`config.mk`:
```
export PLATFORM = sky130hd
export DESIGN_NAME = page_walker
export DESIGN_NICKNAME = d
export VERILOG_FILES = /design/src/rtl/page_walker_pkg.sv /design/src/rtl/page_walker_ptw_timer.sv /design/src/rtl/page_walker.sv
export SDC_FILE = /design/constraint.sdc
export NUM_CORES = 1
export LEC_CHECK = 0
export CAP_MARGIN = 5
export CORE_UTILIZATION = 36
export CTS_CLUSTER_DIAMETER = 60
export DETAILED_ROUTE_END_ITERATION = 10
export HOLD_SLACK_MARGIN = 0.12
export SETUP_SLACK_MARGIN = 0.1
export SYNTH_ARGS = -nofsm -noshare
export SYNTH_HDL_FRONTEND = slang
export SYNTH_SLANG_ARGS = --single-unit
```
`constraint.sdc`:
```
create_clock -name clk -period 5.2 [get_ports clk]
set_input_delay 1.3 -clock clk [delete_from_list [all_inputs] [get_ports clk]]
set_output_delay 1.3 -clock clk [all_outputs]
set_load 0.005 [all_outputs]
```
`src/rtl/page_walker_pkg.sv`:
```
// -----------------------------------------------------------------------------
// page_walker_pkg
//   Shared definitions for the two-level page-table walker: FSM state encoding,
//   PTE flag bit positions and the width of one level's table index.
// -----------------------------------------------------------------------------
package page_walker_pkg;

   typedef enum logic [2:0] {
      S_IDLE    = 3'd0,
      S_L1_REQ  = 3'd1,
      S_L1_WAIT = 3'd2,
      S_L2_REQ  = 3'd3,
      S_L2_WAIT = 3'd4,
      S_DONE    = 3'd5,
      S_FAULT   = 3'd6
   } state_t;

   // PTE flag bits; the PPN field starts at the page-offset width (SPAGE).
   localparam int PTE_V    = 0;
   localparam int PTE_LEAF = 1;

   // Each level indexes a table of 2**IDX_W entries of 4 bytes.
   localparam int IDX_W      = 10;
   localparam int PTE_SHIFT  = 2;

endpackage : page_walker_pkg

```
`src/rtl/page_walker_ptw_timer.sv`:
```
// -----------------------------------------------------------------------------
// ptw_timer
//   Wait counter for the walker's *_WAIT states.
//   clk     : clock
//   rst     : synchronous active-high reset
//   clear   : zero the counter (asserted on entry to a wait state)
//   enable  : count one cycle spent waiting without read data
//   expired : this waiting cycle is the one that brings the count to TIMEOUT
// -----------------------------------------------------------------------------
module ptw_timer #(
   parameter int TIMEOUT = 255
) (
   input  logic clk,
   input  logic rst,
   input  logic clear,
   input  logic enable,
   output logic expired
);

   localparam int CW = $clog2(TIMEOUT + 1);

   logic [CW-1:0] count;

   // NOTE: sequential state is written with non-blocking assignments only, so
   // every register samples the values from before the clock edge.
   always_ff @(posedge clk) begin
      if (rst) begin
         count <= '0;
      end else if (clear) begin
         count <= '0;
      end else if (enable) begin
         count <= count + 1'b1;
      end
   end

   // Flagged one cycle early: the FSM must leave on the same edge at which
   // the count would reach TIMEOUT, unless read data shows up that cycle.
   assign expired = (count == CW'(TIMEOUT - 1));

endmodule : ptw_timer

```
`src/rtl/page_walker.sv`:
```
// -----------------------------------------------------------------------------
// page_walker
//   Two-level hardware page-table walker serving TLB misses.
//   clk, rst          : clock, synchronous active-high reset
//   miss, va, pcid    : walk request (accepted only when idle)
//   ptbr              : root page-table base, 4 KiB aligned
//   flush             : abort any walk, nothing inserted
//   mem_req/mem_addr  : PTE read request, held until mem_gnt
//   mem_gnt           : request accepted this cycle
//   mem_rvalid/rdata  : PTE read data
//   insert, ins_*     : one-cycle TLB fill pulse with the translation
//   fault             : one-cycle walk-failure pulse
//   busy              : walker not idle
// -----------------------------------------------------------------------------
module page_walker
   import page_walker_pkg::*;
#(
   parameter int SADDR   = 32,
   parameter int SPAGE   = 12,
   parameter int SPCID   = 12,
   parameter int TIMEOUT = 255
) (
   input  logic             clk,
   input  logic             rst,
   input  logic             miss,
   input  logic [SADDR-1:0] va,
   input  logic [SPCID-1:0] pcid,
   input  logic [SADDR-1:0] ptbr,
   input  logic             flush,
   output logic             mem_req,
   output logic [SADDR-1:0] mem_addr,
   input  logic             mem_gnt,
   input  logic             mem_rvalid,
   input  logic [SADDR-1:0] mem_rdata,
   output logic             insert,
   output logic [SADDR-1:0] ins_va,
   output logic [SADDR-1:0] ins_pa,
   output logic [SPCID-1:0] ins_pcid,
   output logic             fault,
   output logic             busy
);

   localparam int SUPER = SPAGE + IDX_W;   // superpage offset width

   state_t state, state_nx;

   logic [SADDR-1:0]       va_q, ptbr_q, pa_q;
   logic [SPCID-1:0]       pcid_q;
   logic [SADDR-SPAGE-1:0] l2_base_q;

   logic tmr_clear, tmr_en, tmr_expired;
   logic start;

   logic [SADDR-1:0] l1_off, l2_off, l1_addr, l2_addr;

   logic pte_v, pte_leaf, super_misaligned;
   logic unused_rdata;

   assign pte_v            = mem_rdata[PTE_V];
   assign pte_leaf         = mem_rdata[PTE_LEAF];
   assign super_misaligned = |mem_rdata[SUPER-1:SPAGE];
   assign unused_rdata     = ^mem_rdata[SPAGE-1:PTE_LEAF+1];

   // Table offsets: index * 4, zero-extended; sums wrap modulo 2**SADDR.
   assign l1_off  = {{(SADDR-IDX_W-PTE_SHIFT){1'b0}}, va_q[SUPER +: IDX_W], {PTE_SHIFT{1'b0}}};
   assign l2_off  = {{(SADDR-IDX_W-PTE_SHIFT){1'b0}}, va_q[SPAGE +: IDX_W], {PTE_SHIFT{1'b0}}};
   assign l1_addr = ptbr_q + l1_off;
   assign l2_addr = {l2_base_q, {SPAGE{1'b0}}} + l2_off;

   assign start = (state == S_IDLE) && miss && !flush;

   ptw_timer #(.TIMEOUT(TIMEOUT)) u_timer (
      .clk     (clk),
      .rst     (rst),
      .clear   (tmr_clear),
      .enable  (tmr_en),
      .expired (tmr_expired)
   );

   always_ff @(posedge clk) begin
      if (rst) begin
         state <= S_IDLE;
      end else begin
         state <= state_nx;
      end
   end

   // NOTE: every signal driven here gets a default first, so no path through
   // the case statement can leave one unassigned and infer a latch.
   always_comb begin
      state_nx  = state;
      tmr_clear = 1'b0;
      tmr_en    = 1'b0;
      unique case (state)
         S_IDLE: begin
            if (start) state_nx = S_L1_REQ;
         end
         S_L1_REQ: begin
            if (mem_gnt) begin
               state_nx  = S_L1_WAIT;
               tmr_clear = 1'b1;
            end
         end
         S_L1_WAIT: begin
            if (mem_rvalid) begin
               if (!pte_v)                  state_nx = S_FAULT;
               else if (!pte_leaf)          state_nx = S_L2_REQ;
               else if (super_misaligned)   state_nx = S_FAULT;
               else                         state_nx = S_DONE;
            end else begin
               tmr_en = 1'b1;
               if (tmr_expired) state_nx = S_FAULT;
            end
         end
         S_L2_REQ: begin
            if (mem_gnt) begin
               state_nx  = S_L2_WAIT;
               tmr_clear = 1'b1;
            end
         end
         S_L2_WAIT: begin
            // LEAF is not meaningful at the last level.
            if (mem_rvalid) begin
               state_nx = pte_v ? S_DONE : S_FAULT;
            end else begin
               tmr_en = 1'b1;
               if (tmr_expired) state_nx = S_FAULT;
            end
         end
         S_DONE:  state_nx = S_IDLE;
         S_FAULT: state_nx = S_IDLE;
         default: state_nx = S_IDLE;
      endcase
      // Abort overrides every transition; in IDLE it also blocks a new walk.
      if (flush) state_nx = S_IDLE;
   end

   // Walk context. Captured PTE data is only ever shown while in DONE, so
   // capturing on a faulting or flushed response is harmless.
   always_ff @(posedge clk) begin
      if (rst) begin
         va_q      <= '0;
         pcid_q    <= '0;
         ptbr_q    <= '0;
         l2_base_q <= '0;
         pa_q      <= '0;
      end else begin
         if (start) begin
            va_q   <= va;
            pcid_q <= pcid;
            ptbr_q <= ptbr;
         end
         if (state == S_L1_WAIT && mem_rvalid) begin
            l2_base_q <= mem_rdata[SADDR-1:SPAGE];
            pa_q      <= {mem_rdata[SADDR-1:SUPER], va_q[SUPER-1:0]};
         end
         if (state == S_L2_WAIT && mem_rvalid) begin
            pa_q <= {mem_rdata[SADDR-1:SPAGE], va_q[SPAGE-1:0]};
         end
      end
   end

   // Outputs are gated by rst directly so they read 0 for the whole reset
   // cycle, not just after the state register has been cleared.
   always_comb begin
      mem_req  = 1'b0;
      mem_addr = '0;
      insert   = 1'b0;
      fault    = 1'b0;
      busy     = 1'b0;
      ins_va   = '0;
      ins_pa   = '0;
      ins_pcid = '0;
      if (!rst) begin
         busy = (state != S_IDLE);
         unique case (state)
            S_L1_REQ: begin
               mem_req  = 1'b1;
               mem_addr = l1_addr;
            end
            S_L2_REQ: begin
               mem_req  = 1'b1;
               mem_addr = l2_addr;
            end
            S_DONE: begin
               insert   = 1'b1;
               ins_va   = va_q;
               ins_pa   = pa_q;
               ins_pcid = pcid_q;
            end
            S_FAULT: fault = 1'b1;
            default: ;
         endcase
      end
   end

endmodule : page_walker

```
After elaboration in Yosys (flattened, before gate mapping):

Index checks and enable logic that the tools add are counted.
Widths: inputs -> output; s select.

* word-level logic and storage cells: 66
* input bits: 114
* bits in registers: 139

* reduce and logical (&&, ||, !) cells: 14
* multiplexer cells: 32
* add/sub/neg operators: 3
* eq/ne operators: 10

Operator list (count)
* $mux 32: 7
* $add 32x12->32: 2
* $pmux 32 s2: 1
* $mux 12: 2
* $mux 3: 8
* $pmux 3 s5: 1
* $mux 1: 11
* $reduce_or 10->1: 1
* $eq 3x3->1 const B: 3
* $add 8x1->8 const B: 1
* $eq 8x8->1 const B: 1
* $reduce_or 2->1: 4
* $eq 3x2->1 const B: 2
* $ne 2x2->1 const B: 3
* $logic_and 1x1->1: 4
* $mux 2: 2
* $eq 3x1->1 const B: 1
* $logic_not 3->1: 1
* $reduce_and 3->1: 1
* $reduce_bool 3->1: 1
* $reduce_bool 2->1: 1
* $logic_not 1->1: 1

Longest topological paths before layout:

Gate-level depths: netlist of run 1.

* depth in word-level cells: 6
* mapped depth: 10

Modules after synthesis:

A second synthesis of run 1 with hierarchy kept.

* cells, all modules: 939
* area total of the unflattened synthesis: 6951.7 um^2

Modules (own cells, without submodules)
* page_walker: seq. area each 2622.5 um^2, cells each 897, times used 1, area each 6583.8 um^2
* ptw_timer: seq. area each 160.2 um^2, cells each 42, times used 1, area each 367.9 um^2

Worst setup path after synthesis of run 1:

OpenSTA, ideal clock, no wires.

* path type: input -> output
* from: in rst
* to: out mem_addr[17]
* stages on the path: 7
* arrival time: 2.499 ns
* data required time: 3.900 ns
* setup slack: 1.401 ns
* buffers on the path: 3
* path through: clkbuf_1 > or2_2 > clkbuf_1 > inv_1 > clkbuf_1 > o21ai_0 > a21oi_1

* longest elaborated chain between the ends: 1

Ends and longest elaborated chain
* start, declared: RTL line page_walker.sv:24 `input logic rst,`
* $mux 32: RTL line page_walker.sv:174 `if (!rst) begin`
* end, declared: RTL line page_walker.sv:31 `output logic [SADDR-1:0] mem_addr,`

No other way between the ends.

Worst setup path in the final report of run 1:

* from: reg va_q[22]
* to: out mem_addr[16]

* longest elaborated chain between the ends: 3

Ends and longest elaborated chain
* start, declared: RTL line page_walker.sv:47 `logic [SADDR-1:0] va_q, ptbr_q, pa_q;`
* start signal, assigned: RTL line page_walker.sv:149 `va_q <= va;`
* $add 32x12->32: RTL line page_walker.sv:67 `assign l1_addr = ptbr_q + l1_off;`
* $pmux 32 s2: RTL line page_walker.sv:176 `unique case (state)`
* $mux 32: RTL line page_walker.sv:174

No other way between the ends.

==> qor.yml, run 1 <==
worstPathArrival_ps: 3420
synth-async-reset-ratio_pct: 0
synth_edf_count: 0
grt_pass1_vias: 6562
fin_util_pct: 51.6
worstReg2RegEnd: "va_q[26]$_SDFFE_PP0P_"
cts_tree: "yes"
power-per-cell-area_nw_per_um2: 260
overflow: 0
clock_sinks: 139
cts_resized: 0
gp_congestion: 0.846
layout.nets: 1266
num-fill-cells: 1946
coreArea_um2: 19500
slowest_stage: "clkdlybuf4s50_1"
fin_crit_ps: 4720
clock_path_buffers: 2
syn_to_final_growth_pct: 40.6
hpwl_mm: 15.5
path_clk_slew_ps: 60
finalMaxSlewViolations: 0
synth-seq-cells: 139
max_freq_mhz: 212
antenna_found_initial: 1
die_y_um: 143
yosysTopAreaCell: "dfxtp_1"
final_area_um2: 10000
postRouteAntennaNets: 0
crit_start: "va_q[22]$_SDFFE_PP0P_"
use_met3_pct: 4.80
die-width_um: 143
vias: 6977
r2r_cells: 6
hold_buffers: 0
cts_setup_buffers: 0
yosys_warnings: 0
placedInstanceArea_um2: 9440
top_usage_layer: "met2"
grt_setup_unrepaired: "no"
rrSetupSlack_ps: 2680
cp_max_fo: 9
post-route-drc-count: 0
min_period_over_period_pct: 90.9
drt_first_iter_violations: 328
r2r-start: "state[1]$_SDFFE_PP0P_"
netlist_top_cells_area: "dfxtp_1, nand2_1, a21oi_1"
root_buffer: "clkbuf_16"
vias_per_cell: 4.92
ys_types: 58
dr.pass1.iters: 4
setup_tns_ps: 0
leakagePower_nw: 3.44
io_buffers: 215
status: "complete, no violations"
crit_path_end: "mem_addr[16]"
crit_type: "flop to output port"
worstMarginPinSlew_ps: 1080
cp_slowest_stage_delay_ps: 570
finalHoldViolCount: 0
grt_max_degree: 78
endpoint_kind: "output port"
worstSkewPairLatency_ps: 430
skew_ps: 7.39
syn_nets: 1093
netlist_instances: 966
setup_viol: 0
cp.required_ps: 3900
initial_utilization_pct: 36.7
cts_inserted_buffers: 17
num_rows: 51
final_layout_size_suffix_gt1_share_pct: 5.64
hold_class: "flop to flop"
routed_wl_mm: 22.4
cap_violations: 0
ir_drop_v: 0.000205
start_kind: "flop"
dieArea_um2: 20400
grt_use_met1_pct: 29.7
synth_top_area_share_pct: 39.0
ys.flop_type: "dfxtp_1"
syn_avg_cell_area_um2: 7.39
crit_chain: "ha_1 > inv_1 > fa_1 > nor2b_1 > o2111ai_1 > and3b_1 > nor3_2 > xnor2_1 > a211oi_1 > clkdlybuf4s50_1"
wl_per_cell_um: 15.8
synth_area_um2: 7140
yosysSeqAreaShare_pct: 39.0
relSlewSlack_pct: 27.9
grt_usage_pct: 22.3
ios: 226
htreeDepth: 4
grt_pass1_wl_mm: 35.1
use_met2_pct: 35.5
synthesized netlist by cell type (10+ instances only):
cell,number
nand2_1,268
a21oi_1,148
dfxtp_1,139
and2_1,77
clkbuf_1,60
nor2_1,43
o21ai_0,24
xnor2_1,20
nand3_1,18
a211oi_1,17
mux2i_1,17
nor3_1,14
ha_1,12
buf_2,11
and3_1,10
nand4_1,10
cells in the final DEF (no fill, tap or decap), types with 2 or more instances in the layout:
master           instances
inv_8                    3
and3_1                  10
a31oi_1                  3
mux2i_1                 17
and2_1                  76
nand2_1                267
nor2_1                  43
nand3_1                 18
o211a_1                  4
nand2_2                  2
a211oi_1                17
nor3_1                  14
bufinv_16                2
ha_1                    12
nand4_1                 10
clkinvlp_4               3
dfxtp_1                139
a21o_1                   3
clkinv_4                 2
inv_1                    9
xnor2_1                 20
nor4_1                   3
or3_1                    4
buf_4                   11
inv_6                    5
clkdlybuf4s50_1        214
clkbuf_16               17
o21ai_0                 24
nor2b_1                  9
xor2_1                   6
a21oi_1                147
nand2b_1                 2
a2111oi_2                3
power by group:
| group | switching, mW | internal, mW |
|---|---|---|
| registers | 0.0279 | 1.10 |
| clock network | 0.529 | 0.725 |
| logic | 0.116 | 0.119 |
| total | 0.673 | 1.94 |
critical path, delay by kind of cell, from the launching register on:
| kind | cells | cell delay [ps] |
|---|---|---|
| compound gates | 2 | 520 |
| simple gates | 3 | 810 |
| fa+ha+maj | 2 | 600 |
| flops | 1 | 350 |
| buf+inv | 2 | 620 |
| xor+xnor | 1 | 90 |
sequential cells by signal, summed over array words and instances (netlist names):
register       cells
l2_base_q         20
pa_q              32
pcid_q            12
ptbr_q            32
state              3
u_timer.count      8
va_q              32
worst min-delay path by stage:
stage | endpoint | cells past startpoint | startpoint
final | pcid_q[3]$_SDFFE_PP0P_ | 2 | pcid_q[3]$_SDFFE_PP0P_
after global routing | pa_q[26]$_SDFFE_PP0P_ | 2 | pa_q[26]$_SDFFE_PP0P_
after CTS | pa_q[26]$_SDFFE_PP0P_ | 2 | pa_q[26]$_SDFFE_PP0P_
after detailed placement | pa_q[26]$_SDFFE_PP0P_ | 2 | pa_q[26]$_SDFFE_PP0P_
after global placement | pa_q[27]$_SDFFE_PP0P_ | 2 | pa_q[27]$_SDFFE_PP0P_
after floorplan | pa_q[0]$_SDFFE_PP0P_ | 2 | pa_q[0]$_SDFFE_PP0P_
kinds of logic (layout without fill, tap and decap cells):
family	count (synthesis)	in the layout	synth area share (%)
DFF	139	139	39.0
buffers and inverters	82	268	4.52
AOI/OAI and AO/OA	217	217	17.9
and+or+nand+nor	472	472	30.6
muxes	17	17	2.38
other	0	1	0
adders and majority gates	13	13	2.38
xor gates and xnor gates	26	26	3.19
stage by stage:
stage | setup WS [ps] | hold WS [ps] | total power [mW] | cells
floorplan | 1400 | 432 | 1.26 | 966
global placement | 588 | 438 | 1.38 | 1385
global route | 323 | 467 | 2.71 | 1418
detailed placement | 568 | 442 | 1.38 | 1385
finish | 475 | 450 | 2.61 | 1418
CTS | 468 | 451 | 2.64 | 1417
layout make-up:
cell class,count,area (µm²),share of cell area (%)
Sequential cell,139,2780,27.7
Timing Repair Buffer,225,2220,22.1
Antenna cell,1,2.50,0.0249
Clock buffer,17,425,4.23
Inverter,11,42.5,0.423
Multi-Input combinational cell,745,4060,40.4
Clock inverter,15,178,1.77
Tap cell,265,332,3.30
metal layers:
metal / part of all wire (%) / wire (µm)
met1: 48 / 10600
met2: 46 / 10300
met3: 4.3 / 953
met4: 2.1 / 478
met5: 0 / 0
No activity file was read; power rests on OpenSTA's default activity.
==> run 2, diff against run 1 <==
--- a/config.mk
+++ b/config.mk
@@ -5,6 +5,7 @@
 export SDC_FILE = /design/constraint.sdc
 export NUM_CORES = 1
 export LEC_CHECK = 0
+export ABC_AREA = 1
 export CAP_MARGIN = 5
 export CORE_UTILIZATION = 36
 export CTS_CLUSTER_DIAMETER = 60
==> run 2 against run 1 <==
Against the previous run:
- fmax rose by 0.39%
- highest routed layer unchanged
- synthesized area up 2.8%
- worst setup slack better by 18 ps
- flip-flop and latch count is the same
==> qor.yml, run 2 <==
status: "complete, no violations"
cp_max_fo: 52  # +43
synth.most_common_cell: "nor2_1"
mostFrequentLayoutCells: "clkdlybuf4s50_1, nor2_1, nand2_1"
grt_max_degree: 122  # +56%
syn_to_final_growth_pct: 38.6
fin_crit_ps: 4710  # -18.5 ps
cts_tree: "yes"
relSlewSlack_pct: 29.5  # +1.7 points
worstReg2RegEnd: "ptbr_q[0]$_SDFFE_PP0P_"
dieArea_um2: 21000  # +2.8%
vias: 7701  # +10%
root_buffer: "clkbuf_16"
use_met2_pct: 37.3  # +1.8 points
grt_use_met1_pct: 30.7  # +0.94 points
dr.pass1.iters: 5  # +1
crit_type: "input port to output port"
cp.required_ps: 3900  # about the same
finalMaxSlewViolations: 0  # unchanged
drt_first_iter_violations: 429  # +31%
worstMarginPinSlew_ps: 1060  # -22.4 ps
setup_viol: 0  # unchanged
die_y_um: 145  # +1.4%
cts_inserted_buffers: 17  # unchanged
io_buffers: 215  # unchanged
ios: 226  # unchanged
use_met3_pct: 6.75  # +2.0 points
holdPathStages: 2  # unchanged
netlist_instances: 1139  # +18%
synth_edf_count: 0  # unchanged
holdWs_ps: 452  # +2.70 ps
setup_tns_ps: 0  # unchanged
rrSetupSlack_ps: 2990  # +310 ps
num_rows: 51  # unchanged
synth-compound-area-share_pct: 20.1  # +2.2 points
worstSkewPairLatency_ps: 430  # about the same
netlist_top_cells_area: "dfxtp_1, o21ai_0, nor2_1"
grt_usage_pct: 23.4  # +1.1 points
routed_wl_mm: 23.9  # +6.7%
ys.flop_type: "dfxtp_1"
post-route-drc-count: 0  # unchanged
worstPathArrival_ps: 3410  # about the same
gp_congestion: 0.894  # +5.6%
grt_setup_unrepaired: "no"
min_to: "pcid_q[0]$_SDFFE_PP0P_"
clock_sinks: 139  # unchanged
clock_path_buffers: 2  # unchanged
power_switching_mw: 0.721  # +7.1%
die-width_um: 145  # +1.4%
hold_buffers: 0  # unchanged
endpoint_kind: "output port"
cts_setup_buffers: 0  # unchanged
power-per-cell-area_nw_per_um2: 257  # -0.97%
switching_share_pct: 27.5  # +1.7 points
min_from: "pcid_q[0]$_SDFFE_PP0P_"
min_period_over_period_pct: 90.5  # -0.36 points
layout.nets: 1448  # +14%
fin_util_pct: 51.6  # about the same
synth-seq-cells: 139  # unchanged
power_mw: 2.62  # +0.33%
num-fill-cells: 2008  # +3.2%
postRouteAntennaNets: 0  # unchanged
yosysSeqAreaShare_pct: 37.9  # -1.1 points
ir_drop_v: 0.000195  # -5.0%
vias_per_cell: 4.82  # -2.1%
synth-adder-area-share_pct: 2.32  # -0.065 points
clkPwrFrac_pct: 45.7  # -2.3 points
top_usage_layer: "met2"
grt_pass1_vias: 7106  # +8.3%
cap_violations: 0  # unchanged
ys_types: 37  # -36%
synth_area_um2: 7340  # +2.8%
antenna_found_initial: 0  # -1
hpwl_mm: 17.3  # +12%
synthMuxAreaShare_pct: 0  # -2.4 points
htreeDepth: 4  # unchanged
synth-async-reset-ratio_pct: 0  # unchanged
coreArea_um2: 19700  # +1.3%
final_common_cell: "clkdlybuf4s50_1"
start_kind: "input port"
synth_xor_area_share_pct: 0.119  # -3.1 points
synth_top_family_by_area: "simple AND/OR/NAND/NOR gates"
placedInstanceArea_um2: 9600  # +1.7%
path_clk_slew_ps: 60  # about the same
final_area_um2: 10200  # +1.3%
yosys.area_share.simple_pct: 27.2  # -3.4 points
grt_pass1_wl_mm: 37.5  # +6.6%
seq_power_share_pct: 43.5  # +0.5 points
reg_top3: "pa_q (32), ptbr_q (32), va_q (32)"
synth_commonest_cells: "nor2_1, nand2_1, inv_1"
initial_utilization_pct: 37.2  # +0.54 points
synth_top_area_share_pct: 37.9  # -1.1 points
syn_avg_cell_area_um2: 6.45  # -13%
leakagePower_nw: 3.88  # +13%
overflow: 0  # unchanged
max_freq_mhz: 212  # +0.39%
r2r-start: "state[1]$_SDFFE_PP0P_"
p_int_mw: 1.90  # -2.0%
yosys_warnings: 0  # unchanged
finalHoldViolCount: 0  # unchanged
wl_per_cell_um: 14.9  # -5.4%
final_layout_size_suffix_gt1_share_pct: 4.87  # -0.77 points
skew_ps: 15.7  # +8.27 ps
cts_resized: 0  # unchanged
hold_class: "flop to flop"
p_comb_share_pct: 10.8  # +1.8 points
yosysTopAreaCell: "dfxtp_1"
r2r_cells: 7  # +1
diodes: 0  # -1
syn_nets: 1266  # +16%
## run 2: changes by cell type in the layout (fill, tap and decap cells not counted), moves of 6 or more
cell      delta
nor2b_1      -9
nor2_1     +147
nand2_1     -87
inv_1      +146
mux2i_1     -17
nand3_1     +45
and3_1      -10
inv_2        +6
and2_1      -75
a21oi_1     -10
a211oi_1    -16
o21ai_0    +120
xnor2_1     -20
## run 2: routing by layer
metal	vias to the layer above	part of all wire (%)	routed length (µm)
met5	-	0	0
met4	0	1.2	287
met2	235	45	10800
met1	3438	46	11000
li1	4004	-	-
met3	24	7.6	1810
## run 2: logic make-up (layout without fill, tap and decap cells)
kind of cell	count (synthesis)	after routing
xor+xnor	1	1
flops	139	139
compound gates	291	291
fa+ha+maj	13	13
simple gates	474	474
buf+inv	221	416
## run 2: power groups by stage
stage	Sequential [mW]	Combinational, mW	Clock, mW
after global routing	1.15	0.320	1.27
after detailed placement	1.16	0.283	0
after global placement	1.16	0.282	0
after floorplan	1.15	0.155	0
final	1.14	0.282	1.20
after CTS	1.14	0.285	1.22
## run 2: final cells by class
cell class              count  area (µm²)  share of cell area, %
multi-input cells         779        3660                   36.0
flip-flops and latches    139        2780                   27.3
repair buffers            222        2220                   21.8
inverters                 162         608                   5.97
clock buffers              19         453                   4.45
well taps                 265         332                   3.26
clock inverters            13         124                   1.22
## run 2: how the worst max path moves through the flow
stage / endpoint / from / slack (ps) / depth (start not counted)
after CTS: ins_pa[13] / rst / 480 / 8
after detailed placement: ins_pa[13] / rst / 510 / 8
after global placement: ins_pa[16] / rst / 520 / 8
after floorplan: ins_pa[22] / rst / 1630 / 8
after global routing: ins_pa[13] / rst / 290 / 8
final: ins_pa[13] / rst / 490 / 8
## run 2: worst max-delay path, stage by stage
cell	delay, ps
clkdlybuf4s50_1	500
inv_2	110
nand2_1	70
nor2_1	220
inv_2	250
buf_12	260
nor2_1	130
clkdlybuf4s50_1	540
## run 2: stage by stage
stage	setup WS (ps)	std cells
global placement	524	1567
floorplan	1630	1139
detailed placement	510	1567
finish	494	1599
CTS	481	1599
global route	294	1599
==> run 3, diff against run 2 <==
--- a/config.mk
+++ b/config.mk
@@ -9,7 +9,9 @@
 export CAP_MARGIN = 5
 export CORE_UTILIZATION = 36
 export CTS_CLUSTER_DIAMETER = 60
+export CTS_CLUSTER_SIZE = 14
 export DETAILED_ROUTE_END_ITERATION = 10
+export GPL_ROUTABILITY_DRIVEN = 1
 export HOLD_SLACK_MARGIN = 0.12
 export SETUP_SLACK_MARGIN = 0.1
 export SYNTH_ARGS = -nofsm -noshare
==> results of run 3 <==
Final layout, timing and power as in run 2 (identical DEF).
